<file path="src/rtl/signed_boxcar_avg.sv">
// Signed boxcar average over the last 2^P_LOG2_LEN accepted samples; 1-cycle registered latency.
// No backpressure: every valid sample is accepted; empty window slots count as zero.
module signed_boxcar_avg #(
  parameter int P_WIDTH    = 16,
  parameter int P_LOG2_LEN = 3
) (
  input  logic               clk,
  input  logic               rst,
  input  logic               clr,
  input  logic [P_WIDTH-1:0] din,
  input  logic               din_valid,
  output logic [P_WIDTH-1:0] dout,
  output logic               dout_valid,
  output logic               primed
);

  localparam int N  = 1 << P_LOG2_LEN;
  localparam int AW = P_WIDTH + P_LOG2_LEN;
  localparam int FW = P_LOG2_LEN + 1;
  localparam logic [FW-1:0] FULL = FW'(N);

  logic [P_WIDTH-1:0]    buf_q [N];
  logic [P_LOG2_LEN-1:0] wp_q;
  logic signed [AW-1:0]  acc_q;
  logic signed [AW-1:0]  acc_d;
  logic [FW-1:0]         fcnt_q;
  logic [FW-1:0]         fcnt_d;
  logic [P_WIDTH-1:0]    dout_q;
  logic [P_WIDTH-1:0]    dout_d;
  logic                  dout_valid_q;
  logic                  primed_q;

  logic signed [AW-1:0]  din_ext;
  logic signed [AW-1:0]  old_ext;
  logic signed [AW-1:0]  avg;

  // acc is always the exact window sum, so the shifted result fits P_WIDTH.
  always_comb begin
    din_ext = {{P_LOG2_LEN{din[P_WIDTH-1]}}, din};
    old_ext = {{P_LOG2_LEN{buf_q[wp_q][P_WIDTH-1]}}, buf_q[wp_q]};
    acc_d   = acc_q + din_ext - old_ext;
    avg     = acc_d >>> P_LOG2_LEN;
    dout_d  = avg[P_WIDTH-1:0];
    fcnt_d  = (fcnt_q == FULL) ? FULL : fcnt_q + FW'(1);
  end

  always_ff @(posedge clk) begin
    if (rst || clr) begin
      for (int i = 0; i < N; i++) begin
        buf_q[i] <= '0;
      end
      wp_q         <= '0;
      acc_q        <= '0;
      fcnt_q       <= '0;
      dout_q       <= '0;
      dout_valid_q <= 1'b0;
      primed_q     <= 1'b0;
    end else if (din_valid) begin
      buf_q[wp_q]  <= din;
      wp_q         <= wp_q + P_LOG2_LEN'(1);
      acc_q        <= acc_d;
      fcnt_q       <= fcnt_d;
      dout_q       <= dout_d;
      dout_valid_q <= 1'b1;
      primed_q     <= (fcnt_d == FULL);
    end else begin
      dout_valid_q <= 1'b0;
    end
  end

  assign dout       = dout_q;
  assign dout_valid = dout_valid_q;
  assign primed     = primed_q;

endmodule

</file>
<file path="config.mk">
export PLATFORM = sky130hd
export DESIGN_NAME = signed_boxcar_avg
export DESIGN_NICKNAME = d
export VERILOG_FILES = /design/src/rtl/signed_boxcar_avg.sv
export SDC_FILE = /design/constraint.sdc
export NUM_CORES = 1
export LEC_CHECK = 0
export CAP_MARGIN = 30
export CORE_ASPECT_RATIO = 0.6
export CORE_MARGIN = 2
export CORE_UTILIZATION = 45
export DETAILED_ROUTE_END_ITERATION = 6
export MAX_ROUTING_LAYER = met4
export PLACE_DENSITY = 0.65
export SETUP_SLACK_MARGIN = 0.4
export SLEW_MARGIN = 40
export SYNTH_ARGS = -nofsm -noshare
export SYNTH_HDL_FRONTEND = slang
export SYNTH_SLANG_ARGS = --single-unit
export TNS_END_PERCENT = 5
</file>
<file path="constraint.sdc">
create_clock -name clk -period 9.45 [get_ports clk]
set_input_delay 2.3625 -clock clk [delete_from_list [all_inputs] [get_ports clk]]
set_output_delay 2.3625 -clock clk [all_outputs]
set_load 0.01 [all_outputs]
</file>
==> flow_metrics.env, run 1 <==
export IMPL_status="finished, final reports clean"
export IMPL_worstSetupEndpointType="register"
export IMPL_synth_fp_nets=779
export IMPL_ys_async_sr_fraction_pct=0
export IMPL_tns_ns=0
export IMPL_wl_mm=20.4
export IMPL_die_w_um=182
export IMPL_period_minus_slack_ns=5.51
export IMPL_ys_seq_elements=159
export IMPL_syn_to_final_growth_pct=12.7
export IMPL_diodes=0
export IMPL_max_freq_ghz=0.182
export IMPL_total_power_mw=1.92
export IMPL_critical_path_startpoint_type="input pin"
export IMPL_fin_crit_sh_pct=58.3
export IMPL_p_leak_nw=3.51
export IMPL_instances_no_fill=984
export IMPL_clock_latency_ns=0.42
export IMPL_postCtsSetupRepairBufs=0
export IMPL_syn_avg_cell_area_sq_um=11.9
export IMPL_worst_slew_pin_slew_ns=0.818
export IMPL_drv_slew=0
export IMPL_synth_cells=718
export IMPL_dieArea_sq_um=20200
export IMPL_cellPowerDensity_nw_per_um2=199
export IMPL_dp_cells=952
export IMPL_crit_type="input pin to register"
export IMPL_dp_hpwl_mm=13.2
export IMPL_relSlewSlack_pct=45.1
export IMPL_track_usage_pct=22.1
export IMPL_synth_area_sq_um=8560
export IMPL_clock_sinks=159
export IMPL_final_util_pct=51.2
export IMPL_initial_utilization_pct=45.4
export IMPL_grt_pass1_wl_mm=32.6
export IMPL_layout_nets=786
export IMPL_synthAdderAreaFrac_pct=7.57
export IMPL_hold_viol_final=0
export IMPL_preCtsSetupSlack_ns=3.53
export IMPL_path_clk_slew_ns=0.07
export IMPL_vias=5745
export IMPL_ant_nets=0
export IMPL_core_rowCount=39
export IMPL_netlist_top_cells_area="edfxtp_1 45%, mux4_2 8.4%, dfxtp_1 7.3%"
export IMPL_grt_antenna_before_repair=0
export IMPL_place_congestion=0.866
export IMPL_synth_seq_area_share_pct=52.2
export IMPL_holdWs_ns=0.496
export IMPL_synth_top_family_by_area="simple AND/OR/NAND/NOR gates"
export IMPL_yosys_warnings=0
export IMPL_place_area_sq_um=9070
export IMPL_cts_root_buf="clkbuf_16"
export IMPL_worstPathRequired_ns=9.57
export IMPL_numCtsBuffers=17
export IMPL_synth_compound_area_share_pct=5.32
export IMPL_post_cts_resized=0
export IMPL_vias_per_cell=5.84
export IMPL_finClkSkew_ns=0.00948
export IMPL_synth_top_area_share_pct=44.9
export IMPL_drc=0
export IMPL_hold_buffers=0
export IMPL_synth_xor_area_share_pct=1.54
export IMPL_fin_area_sq_um=9640
export IMPL_synth_edff_count=128
export IMPL_finalSetupViolations=0
export IMPL_ir_drop_uv=135
export IMPL_cap_viol_max_count=0
export IMPL_layout_setup_ws_ns=3.94
export IMPL_core_sq_um=18800
export IMPL_io_pins=38
export IMPL_ys_flop_type="edfxtp_1"
export IMPL_port_buffers=37
export IMPL_grt_overflow=0
export IMPL_avgRoutedWirePerCell_um=20.8
export IMPL_rsz0062_at_grt="false"
export IMPL_drt_iter0_markers=562
export IMPL_layout_commonest_cell="edfxtp_1"
export IMPL_worstHoldPathType="register to register"
export IMPL_grt_pass1_vias=5806
export IMPL_grt_max_degree=64
export IMPL_synth_top_area_cell="edfxtp_1"
export IMPL_fp_dieH_um=111
export IMPL_dr_pass1_iters=5
export IMPL_mostFrequentLayoutCells="128 x edfxtp_1, 95 x nor3_1, 57 x inv_1"
export IMPL_yosys_area_share_simple_pct=14.5
export IMPL_synth_cell_types=54
export IMPL_htreeDepth=4
export IMPL_cts_tree="yes"
export IMPL_arrival_ns=5.62
export IMPL_drive_gt1_share_pct=14.8
export IMPL_cp_max_fo=63
export IMPL_clockBufferDepth=2
export IMPL_synthMuxAreaShare_pct=12.0
metal layers:
metal | vias to the layer above | part of all wire, % | GRT usage, %
li1 | 2661 | - | -
met1 | 2907 | 48 | 31.1
met2 | 152 | 46 | 33.2
met3 | 25 | 4.2 | 4.07
met4 | 0 | 1.4 | 5.91
met5 | - | 0 | -
worst paths after layout:
check	startpoint	endpoint	slack (ns)	cells past startpoint
setup / recovery	din_valid	buf_q[2][1]	3.94	7
hold / removal	acc_q[0]	acc_q[0]	0.50	2
setup reg to reg	register	acc_q[18]	4.98	12
hold reg to reg	acc_q[0]	acc_q[0]	0.50	2
cells by family after synthesis:
| family | count (synthesis) |
|---|---|
| AND/OR/NAND/NOR | 237 |
| flip-flops | 159 |
| buffers and inverters | 139 |
| AO/OA/AOI/OAI | 66 |
| multiplexers | 61 |
| adder cells (fa/ha/maj) | 41 |
| XOR/XNOR | 15 |
Yosys cell counts, drive strengths merged, types with 2 or more instances:
cell type / number
nand2: 19
nand4: 7
clkbuf: 46
clkinv: 14
a311o: 3
a211oi: 2
a21oi: 19
a21o: 5
dfxtp: 31
nand3: 13
or3: 3
nor4: 32
ha: 23
fa: 18
or2: 2
and4: 5
a31oi: 2
a32oi: 3
o21bai: 2
edfxtp: 128
nand2b: 6
and2: 18
o21ai: 18
mux2: 14
mux2i: 15
xnor2: 10
mux4: 32
nor3: 95
a31o: 3
inv: 57
nor2: 32
buf: 22
xor2: 5
a311oi: 2
registers in the layout (all words and copies together), names as in the netlist, named ones only:
| name | cells |
|---|---|
| acc_q | 19 |
| buf_q | 128 |
| dout_valid | 1 |
| fcnt_q | 4 |
| primed | 1 |
| wp_q | 3 |
power breakdown:
group          total (mW)  switching [mW]  internal, mW  leakage (nW)
combinational       0.430           0.251         0.179          1.55
clock               0.675           0.284         0.391         0.275
sequential          0.812          0.0203         0.792          1.68
cell type report:
class                      instances  area (sq um)
tap                              246           308
clock buffer                      20           437
fill                            1650          9190
sequential                       159          4470
timing repair buffer              56           513
inverter                          71           267
clock inverter                    12           138
multi-input combinational        420          3510
critical path, cell delays in order:
cell	delay, ns
clkdlybuf4s50_1	0.45
buf_4	0.34
inv_1	0.42
or3_2	0.58
buf_4	0.33
o21ai_1	0.74
buf_4	0.35
(Power assumes the default switching activity.)
==> run 2: changes to the inputs <==
--- a/config.mk
+++ b/config.mk
@@ -11,7 +11,7 @@
 export CORE_UTILIZATION = 45
 export DETAILED_ROUTE_END_ITERATION = 6
 export MAX_ROUTING_LAYER = met4
-export PLACE_DENSITY = 0.65
+export PLACE_DENSITY = 0.68
 export SETUP_SLACK_MARGIN = 0.4
 export SLEW_MARGIN = 40
 export SYNTH_ARGS = -nofsm -noshare
==> constraint.sdc (replaced) <==
create_clock -name clk -period 4.9 [get_ports clk]
set_input_delay 1.225 -clock clk [delete_from_list [all_inputs] [get_ports clk]]
set_output_delay 1.225 -clock clk [all_outputs]
set_load 0.01 [all_outputs]
==> run 2 against run 1 <==
  * Clock power is 99% higher
  * Largest cell class unchanged
  * First-iteration DRC count grew 31%
  * Register-to-register slack got worse by 4.3 ns
  * Largest power group unchanged
  * Worst setup slack got worse by 3.3 ns
  * Cell count grew 2.2%
  * Routed wire length grew 3.1%
  * Die area did not move
  * Worst hold slack worse by 0.0045 ns
  * Flip-flop and latch count unchanged
  * Sequential share of layout area fell by 0.97 points
  * Highest routed layer unchanged
==> flow_metrics.env, run 2 (synthesized netlist as in run 1, its figures left out) <==
export IMPL_cts_root_buf="clkbuf_16"
export IMPL_top_regs="buf_q (128), acc_q (19), fcnt_q (4)"
export IMPL_period_minus_slack_ns=4.24
export IMPL_cap_viol_max_count=0
export IMPL_mostFrequentLayoutCells="128 x edfxtp_1, 95 x nor3_1, 57 x inv_1"
export IMPL_clock_latency_ns=0.43
export IMPL_fin_area_sq_um=9840
export IMPL_vias=5937
export IMPL_switching_share_pct=28.5
export IMPL_status="finished, final reports clean"
export IMPL_worstHoldPathType="register to register"
export IMPL_rsz0062_at_grt="false"
export IMPL_pwr_share_clk_pct=35.5
export IMPL_largest_reg_flops=128
export IMPL_path_clk_slew_ns=0.07
export IMPL_dieArea_sq_um=20200
export IMPL_numCtsBuffers=17
export IMPL_pwr_share_comb_pct=23.0
export IMPL_critical_path_startpoint_type="register"
export IMPL_drt_iter0_markers=738
export IMPL_fin_crit_sh_pct=86.5
export IMPL_ant_nets=0
export IMPL_finClkSkew_ns=0.0100
export IMPL_layout_nets=808
export IMPL_port_buffers=37
export IMPL_p_leak_nw=3.64
export IMPL_intPower_mw=2.69
export IMPL_tns_ns=0
export IMPL_clockBufferDepth=2
export IMPL_worst_slew_pin_slew_ns=0.855
export IMPL_arrival_ns=4.61
export IMPL_dp_cells=974
export IMPL_htreeDepth=4
export IMPL_fp_dieH_um=111
export IMPL_wl_mm=21.1
export IMPL_place_congestion=0.892
export IMPL_grt_antenna_before_repair=0
export IMPL_finalSetupViolations=0
export IMPL_initial_utilization_pct=45.4
export IMPL_worstPathRequired_ns=5.27
export IMPL_cellPowerDensity_nw_per_um2=383
export IMPL_drive_gt1_share_pct=16.8
export IMPL_cp_max_fo=32
export IMPL_relSlewSlack_pct=43.0
export IMPL_diodes=0
export IMPL_grt_overflow=0
export IMPL_rrSetupSlack_ns=0.66
export IMPL_cp_cell_sequence="buf_12 -> mux4_2 -> mux2_2 -> fa_1 -> inv_1 -> ha_1 -> a21o_1 -> a2111oi_2 -> nor2_1 -> or4_4 -> a31o_1 -> a21oi_2"
export IMPL_cts_tree="yes"
export IMPL_dr_pass1_iters=5
export IMPL_slowest_delay_ns=0.55
export IMPL_power_frac_seq_pct=41.5
export IMPL_max_freq_ghz=0.236
export IMPL_fillers=1564
export IMPL_worstSetupEndpointType="register"
export IMPL_hold_viol_final=0
export IMPL_die_w_um=182
export IMPL_avgRoutedWirePerCell_um=21.0
export IMPL_core_sq_um=18800
export IMPL_hold_buffers=0
export IMPL_grt_max_degree=63
export IMPL_total_power_mw=3.77
export IMPL_grt_pass1_wl_mm=33.5
export IMPL_dp_hpwl_mm=13.9
export IMPL_crit_type="register to register"
export IMPL_place_area_sq_um=9240
export IMPL_drc=0
export IMPL_instances_no_fill=1006
export IMPL_largest_register="buf_q"
export IMPL_post_cts_resized=0
export IMPL_layout_commonest_cell="edfxtp_1"
export IMPL_cp_slowest_cell="mux4_2"
export IMPL_clock_sinks=159
export IMPL_final_util_pct=52.3
export IMPL_core_rowCount=39
export IMPL_grt_pass1_vias=5923
export IMPL_io_pins=38
export IMPL_track_usage_pct=22.8
export IMPL_drv_slew=0
export IMPL_power_switching_mw=1.07
export IMPL_postCtsSetupRepairBufs=0
export IMPL_ir_drop_uv=258
export IMPL_syn_to_final_growth_pct=15.0
export IMPL_vias_per_cell=5.90
[run 2: power groups by stage]
stage	clock network, mW	registers [mW]	logic, mW
global placement	0	1.59	0.828
finish	1.34	1.56	0.866
global route	1.41	1.57	0.954
detailed placement	0	1.59	0.849
CTS	1.35	1.56	0.858
floorplan	0	1.58	0.629
[run 2: path summary, 6_finish.rpt]
kind | startpoint | end | cells after the start
worst min register to register | acc_q[2] | acc_q[2] | 2
worst min-delay path | acc_q[2] | acc_q[2] | 2
worst max-delay path | register | acc_q[18] | 12
worst max register to register | register | acc_q[18] | 12
[run 2: layer usage]
metal	vias to the layer above	part of all wire [%]	global-route usage, %	wire, um
met5	-	0	-	0
met2	297	46	33.6	9650
met1	2914	43	32.6	9110
li1	2701	-	-	-
met4	0	1.4	6.08	290
met3	25	9.7	4.37	2040
[run 2: critical path, delay by kind of cell (launching register included)]
| family | cells | cell delay (ns) |
|---|---|---|
| compound gates | 4 | 1.12 |
| fa+ha+maj | 2 | 0.88 |
| mux | 2 | 0.85 |
| simple gates | 2 | 0.66 |
| flops | 1 | 0.34 |
| buf+inv | 2 | 0.31 |
[run 2: final cells by class]
cell class              instances  area, sq um  share of cell area (%)
clock inverters                 7         70.1                   0.712
repair buffers                 78          691                    7.02
clock buffers                  25          529                    5.38
inverters                      71          267                    2.71
flip-flops and latches        159         4470                    45.4
well taps                     246          308                    3.13
multi-input cells             420         3510                    35.7
[run 2: through the flow]
stage	setup WS, ns	hold WS, ns
3_5_place_dp	0.261	0.482
5_1_grt	0.459	0.537
4_1_cts	0.665	0.490
6_report	0.662	0.492
2_1_floorplan	0.747	0.460
3_3_place_gp	0.305	0.476
==> run 3: changes to the inputs <==
--- a/config.mk
+++ b/config.mk
@@ -11,7 +11,7 @@
 export CORE_UTILIZATION = 45
 export DETAILED_ROUTE_END_ITERATION = 6
 export MAX_ROUTING_LAYER = met4
-export PLACE_DENSITY = 0.68
+export PLACE_DENSITY = 0.65
 export SETUP_SLACK_MARGIN = 0.4
 export SLEW_MARGIN = 40
 export SYNTH_ARGS = -nofsm -noshare
==> constraint.sdc (replaced) <==
create_clock -name clk -period 4.4 [get_ports clk]
set_input_delay 1.1 -clock clk [delete_from_list [all_inputs] [get_ports clk]]
set_output_delay 1.1 -clock clk [all_outputs]
set_load 0.01 [all_outputs]
==> run 3 against run 2 <==
  * The flow now finishes with violations (design-rule violations)
  * Clock skew increased by 0.0051 ns
  * Critical endpoint is now acc_q[17]
  * Clock-buffer cell count fell by 6
  * First-iteration DRC count down 12%
  * Non-clock buffer count up 35
  * Worst hold slack lost 0.0014 ns
  * Die area unchanged
  * Worst setup slack got worse by 0.19 ns
  * Register-to-register slack worse by 0.19 ns
  * Fmax grew 7.9%
  * Clock power grew 7%
==> flow_metrics.env, run 3 (synthesized netlist as in run 1, its figures left out) <==
export IMPL_status="complete, but fails checks"
export IMPL_violations="design-rule violations"
export IMPL_clock_sinks=159
export IMPL_grt_antenna_before_repair=0
export IMPL_critPathTopFamily="compound AO/OA/AOI/OAI gates"
export IMPL_fp_dieH_um=111
export IMPL_arrival_ns=4.25
export IMPL_cp_cell_sequence="buf_12 -> buf_8 -> buf_4 -> mux4_2 -> mux2_2 -> fa_1 -> inv_1 -> ha_1 -> buf_4 -> a21oi_1 -> o21ai_1 -> a22oi_1 -> o21ai_1 -> mux2i_1 -> a311o_1"
export IMPL_drv_slew=0
export IMPL_cp_max_fo=6
export IMPL_layout_commonest_cell="edfxtp_1"
export IMPL_largest_reg_flops=128
export IMPL_slowest_delay_ns=0.48
export IMPL_place_congestion=0.859
export IMPL_core_sq_um=18800
export IMPL_die_w_um=182
export IMPL_drt_iter0_markers=653
export IMPL_top_regs="buf_q (128), acc_q (19), fcnt_q (4)"
export IMPL_hold_viol_final=0
export IMPL_dr_pass1_iters=7
export IMPL_max_freq_ghz=0.255
export IMPL_track_usage_pct=23.5
export IMPL_rsz0062_at_grt="true"
export IMPL_preCtsSetupSlack_ns=0.0321
export IMPL_avgRoutedWirePerCell_um=21.1
export IMPL_wl_mm=22.0
export IMPL_clockBufferDepth=2
export IMPL_ir_drop_uv=259
export IMPL_htreeDepth=4
export IMPL_port_buffers=37
export IMPL_initial_utilization_pct=45.4
export IMPL_layout_nets=843
export IMPL_fillers=1559
export IMPL_layout_setup_ws_ns=0.474
export IMPL_crit_type="register to register"
export IMPL_finalSetupViolations=0
export IMPL_period_minus_slack_ns=3.93
export IMPL_vias=6156
export IMPL_syn_to_final_growth_pct=20.3
export IMPL_worstSetupEndpointType="register"
export IMPL_cts_root_buf="clkbuf_16"
export IMPL_core_rowCount=39
export IMPL_tns_ns=0
export IMPL_critical_path_startpoint_type="register"
export IMPL_fin_crit_sh_pct=89.2
export IMPL_cp_slowest_cell="mux4_2"
export IMPL_io_pins=38
export IMPL_numCtsBuffers=17
export IMPL_cts_tree="yes"
export IMPL_dp_hpwl_mm=14.4
export IMPL_cap_viol_max_count=0
export IMPL_grt_max_degree=63
export IMPL_finClkSkew_ns=0.0152
export IMPL_mostFrequentLayoutCells="128 x edfxtp_1, 95 x nor3_1, 68 x buf_4"
export IMPL_crit_buf_inv=5
export IMPL_worstPathRequired_ns=4.72
export IMPL_relSlewSlack_pct=45.6
export IMPL_drive_gt1_share_pct=22.8
export IMPL_grt_pass1_wl_mm=34.8
export IMPL_cellPowerDensity_nw_per_um2=419
export IMPL_ant_nets=0
export IMPL_p_leak_nw=3.84
export IMPL_path_clk_slew_ns=0.08
export IMPL_drc=6
export IMPL_worst_slew_pin_slew_ns=0.815
export IMPL_grt_pass1_vias=6171
export IMPL_diodes=0
export IMPL_dieArea_sq_um=20200
export IMPL_worstHoldPathType="register to register"
export IMPL_largest_register="buf_q"
export IMPL_grt_overflow=0
export IMPL_vias_per_cell=5.91
export IMPL_clock_latency_ns=0.43
run 3: area by class of cell:
| type | instances | area, sq um | area share (%) |
|---|---|---|---|
| clock buffer | 19 | 464 | 4.51 |
| clock inverter | 13 | 98.8 | 0.960 |
| inverter | 71 | 267 | 2.59 |
| multi-input combinational | 420 | 3640 | 35.4 |
| sequential | 159 | 4470 | 43.4 |
| tap | 246 | 308 | 2.99 |
| timing repair buffer | 113 | 1040 | 10.1 |
run 3: metal layers:
metal | up-vias | part of all wire (%) | GRT usage, %
met5 | - | 0 | -
met1 | 3109 | 45 | 32.8
met2 | 240 | 46 | 35.1
met4 | 0 | 1.5 | 6.18
li1 | 2776 | - | -
met3 | 31 | 6.7 | 5.12
run 3: final timing paths:
path,startpoint,to,slack (ns),cells past startpoint
setup / recovery,register,acc_q[17],0.47,15
setup reg to reg,register,acc_q[17],0.47,15
hold reg to reg,acc_q[2],acc_q[2],0.49,2
hold / removal,acc_q[2],acc_q[2],0.49,2
run 3: timing repair:
item,4_1_cts,5_1_grt
gates cloned,0,1
setup endpoints to repair,1,4
pin swaps,3,10
resized for setup,8,22
buffers inserted,7,8
endpoints found under the hold margin,0,0
hold buffers,0,0
run 3: power by group:
group / switching, mW / internal, mW / total (mW)
logic: 0.614 / 0.513 / 1.13
clock network: 0.654 / 0.782 / 1.44
registers: 0.0476 / 1.70 / 1.75
total: 1.32 / 3.00 / 4.31
run 3: tightest hold or removal path: stages (launching register included):
cell and delay, ns:
dfxtp_1 0.31, nor2_1 0.08, a211oi_1 0.05
run 3: through the flow:
step,std cells,power (mW),util (%),cell area [sq um],hold slack [ns]
after detailed placement,993,2.78,49.9,9400,0.483
after CTS,1032,4.23,53.4,10100,0.494
after global routing,1041,4.51,54.6,10300,0.539
after floorplan,718,2.46,-,8570,0.460
after global placement,993,2.76,49.9,9400,0.474
final,1041,4.31,54.6,10300,0.491
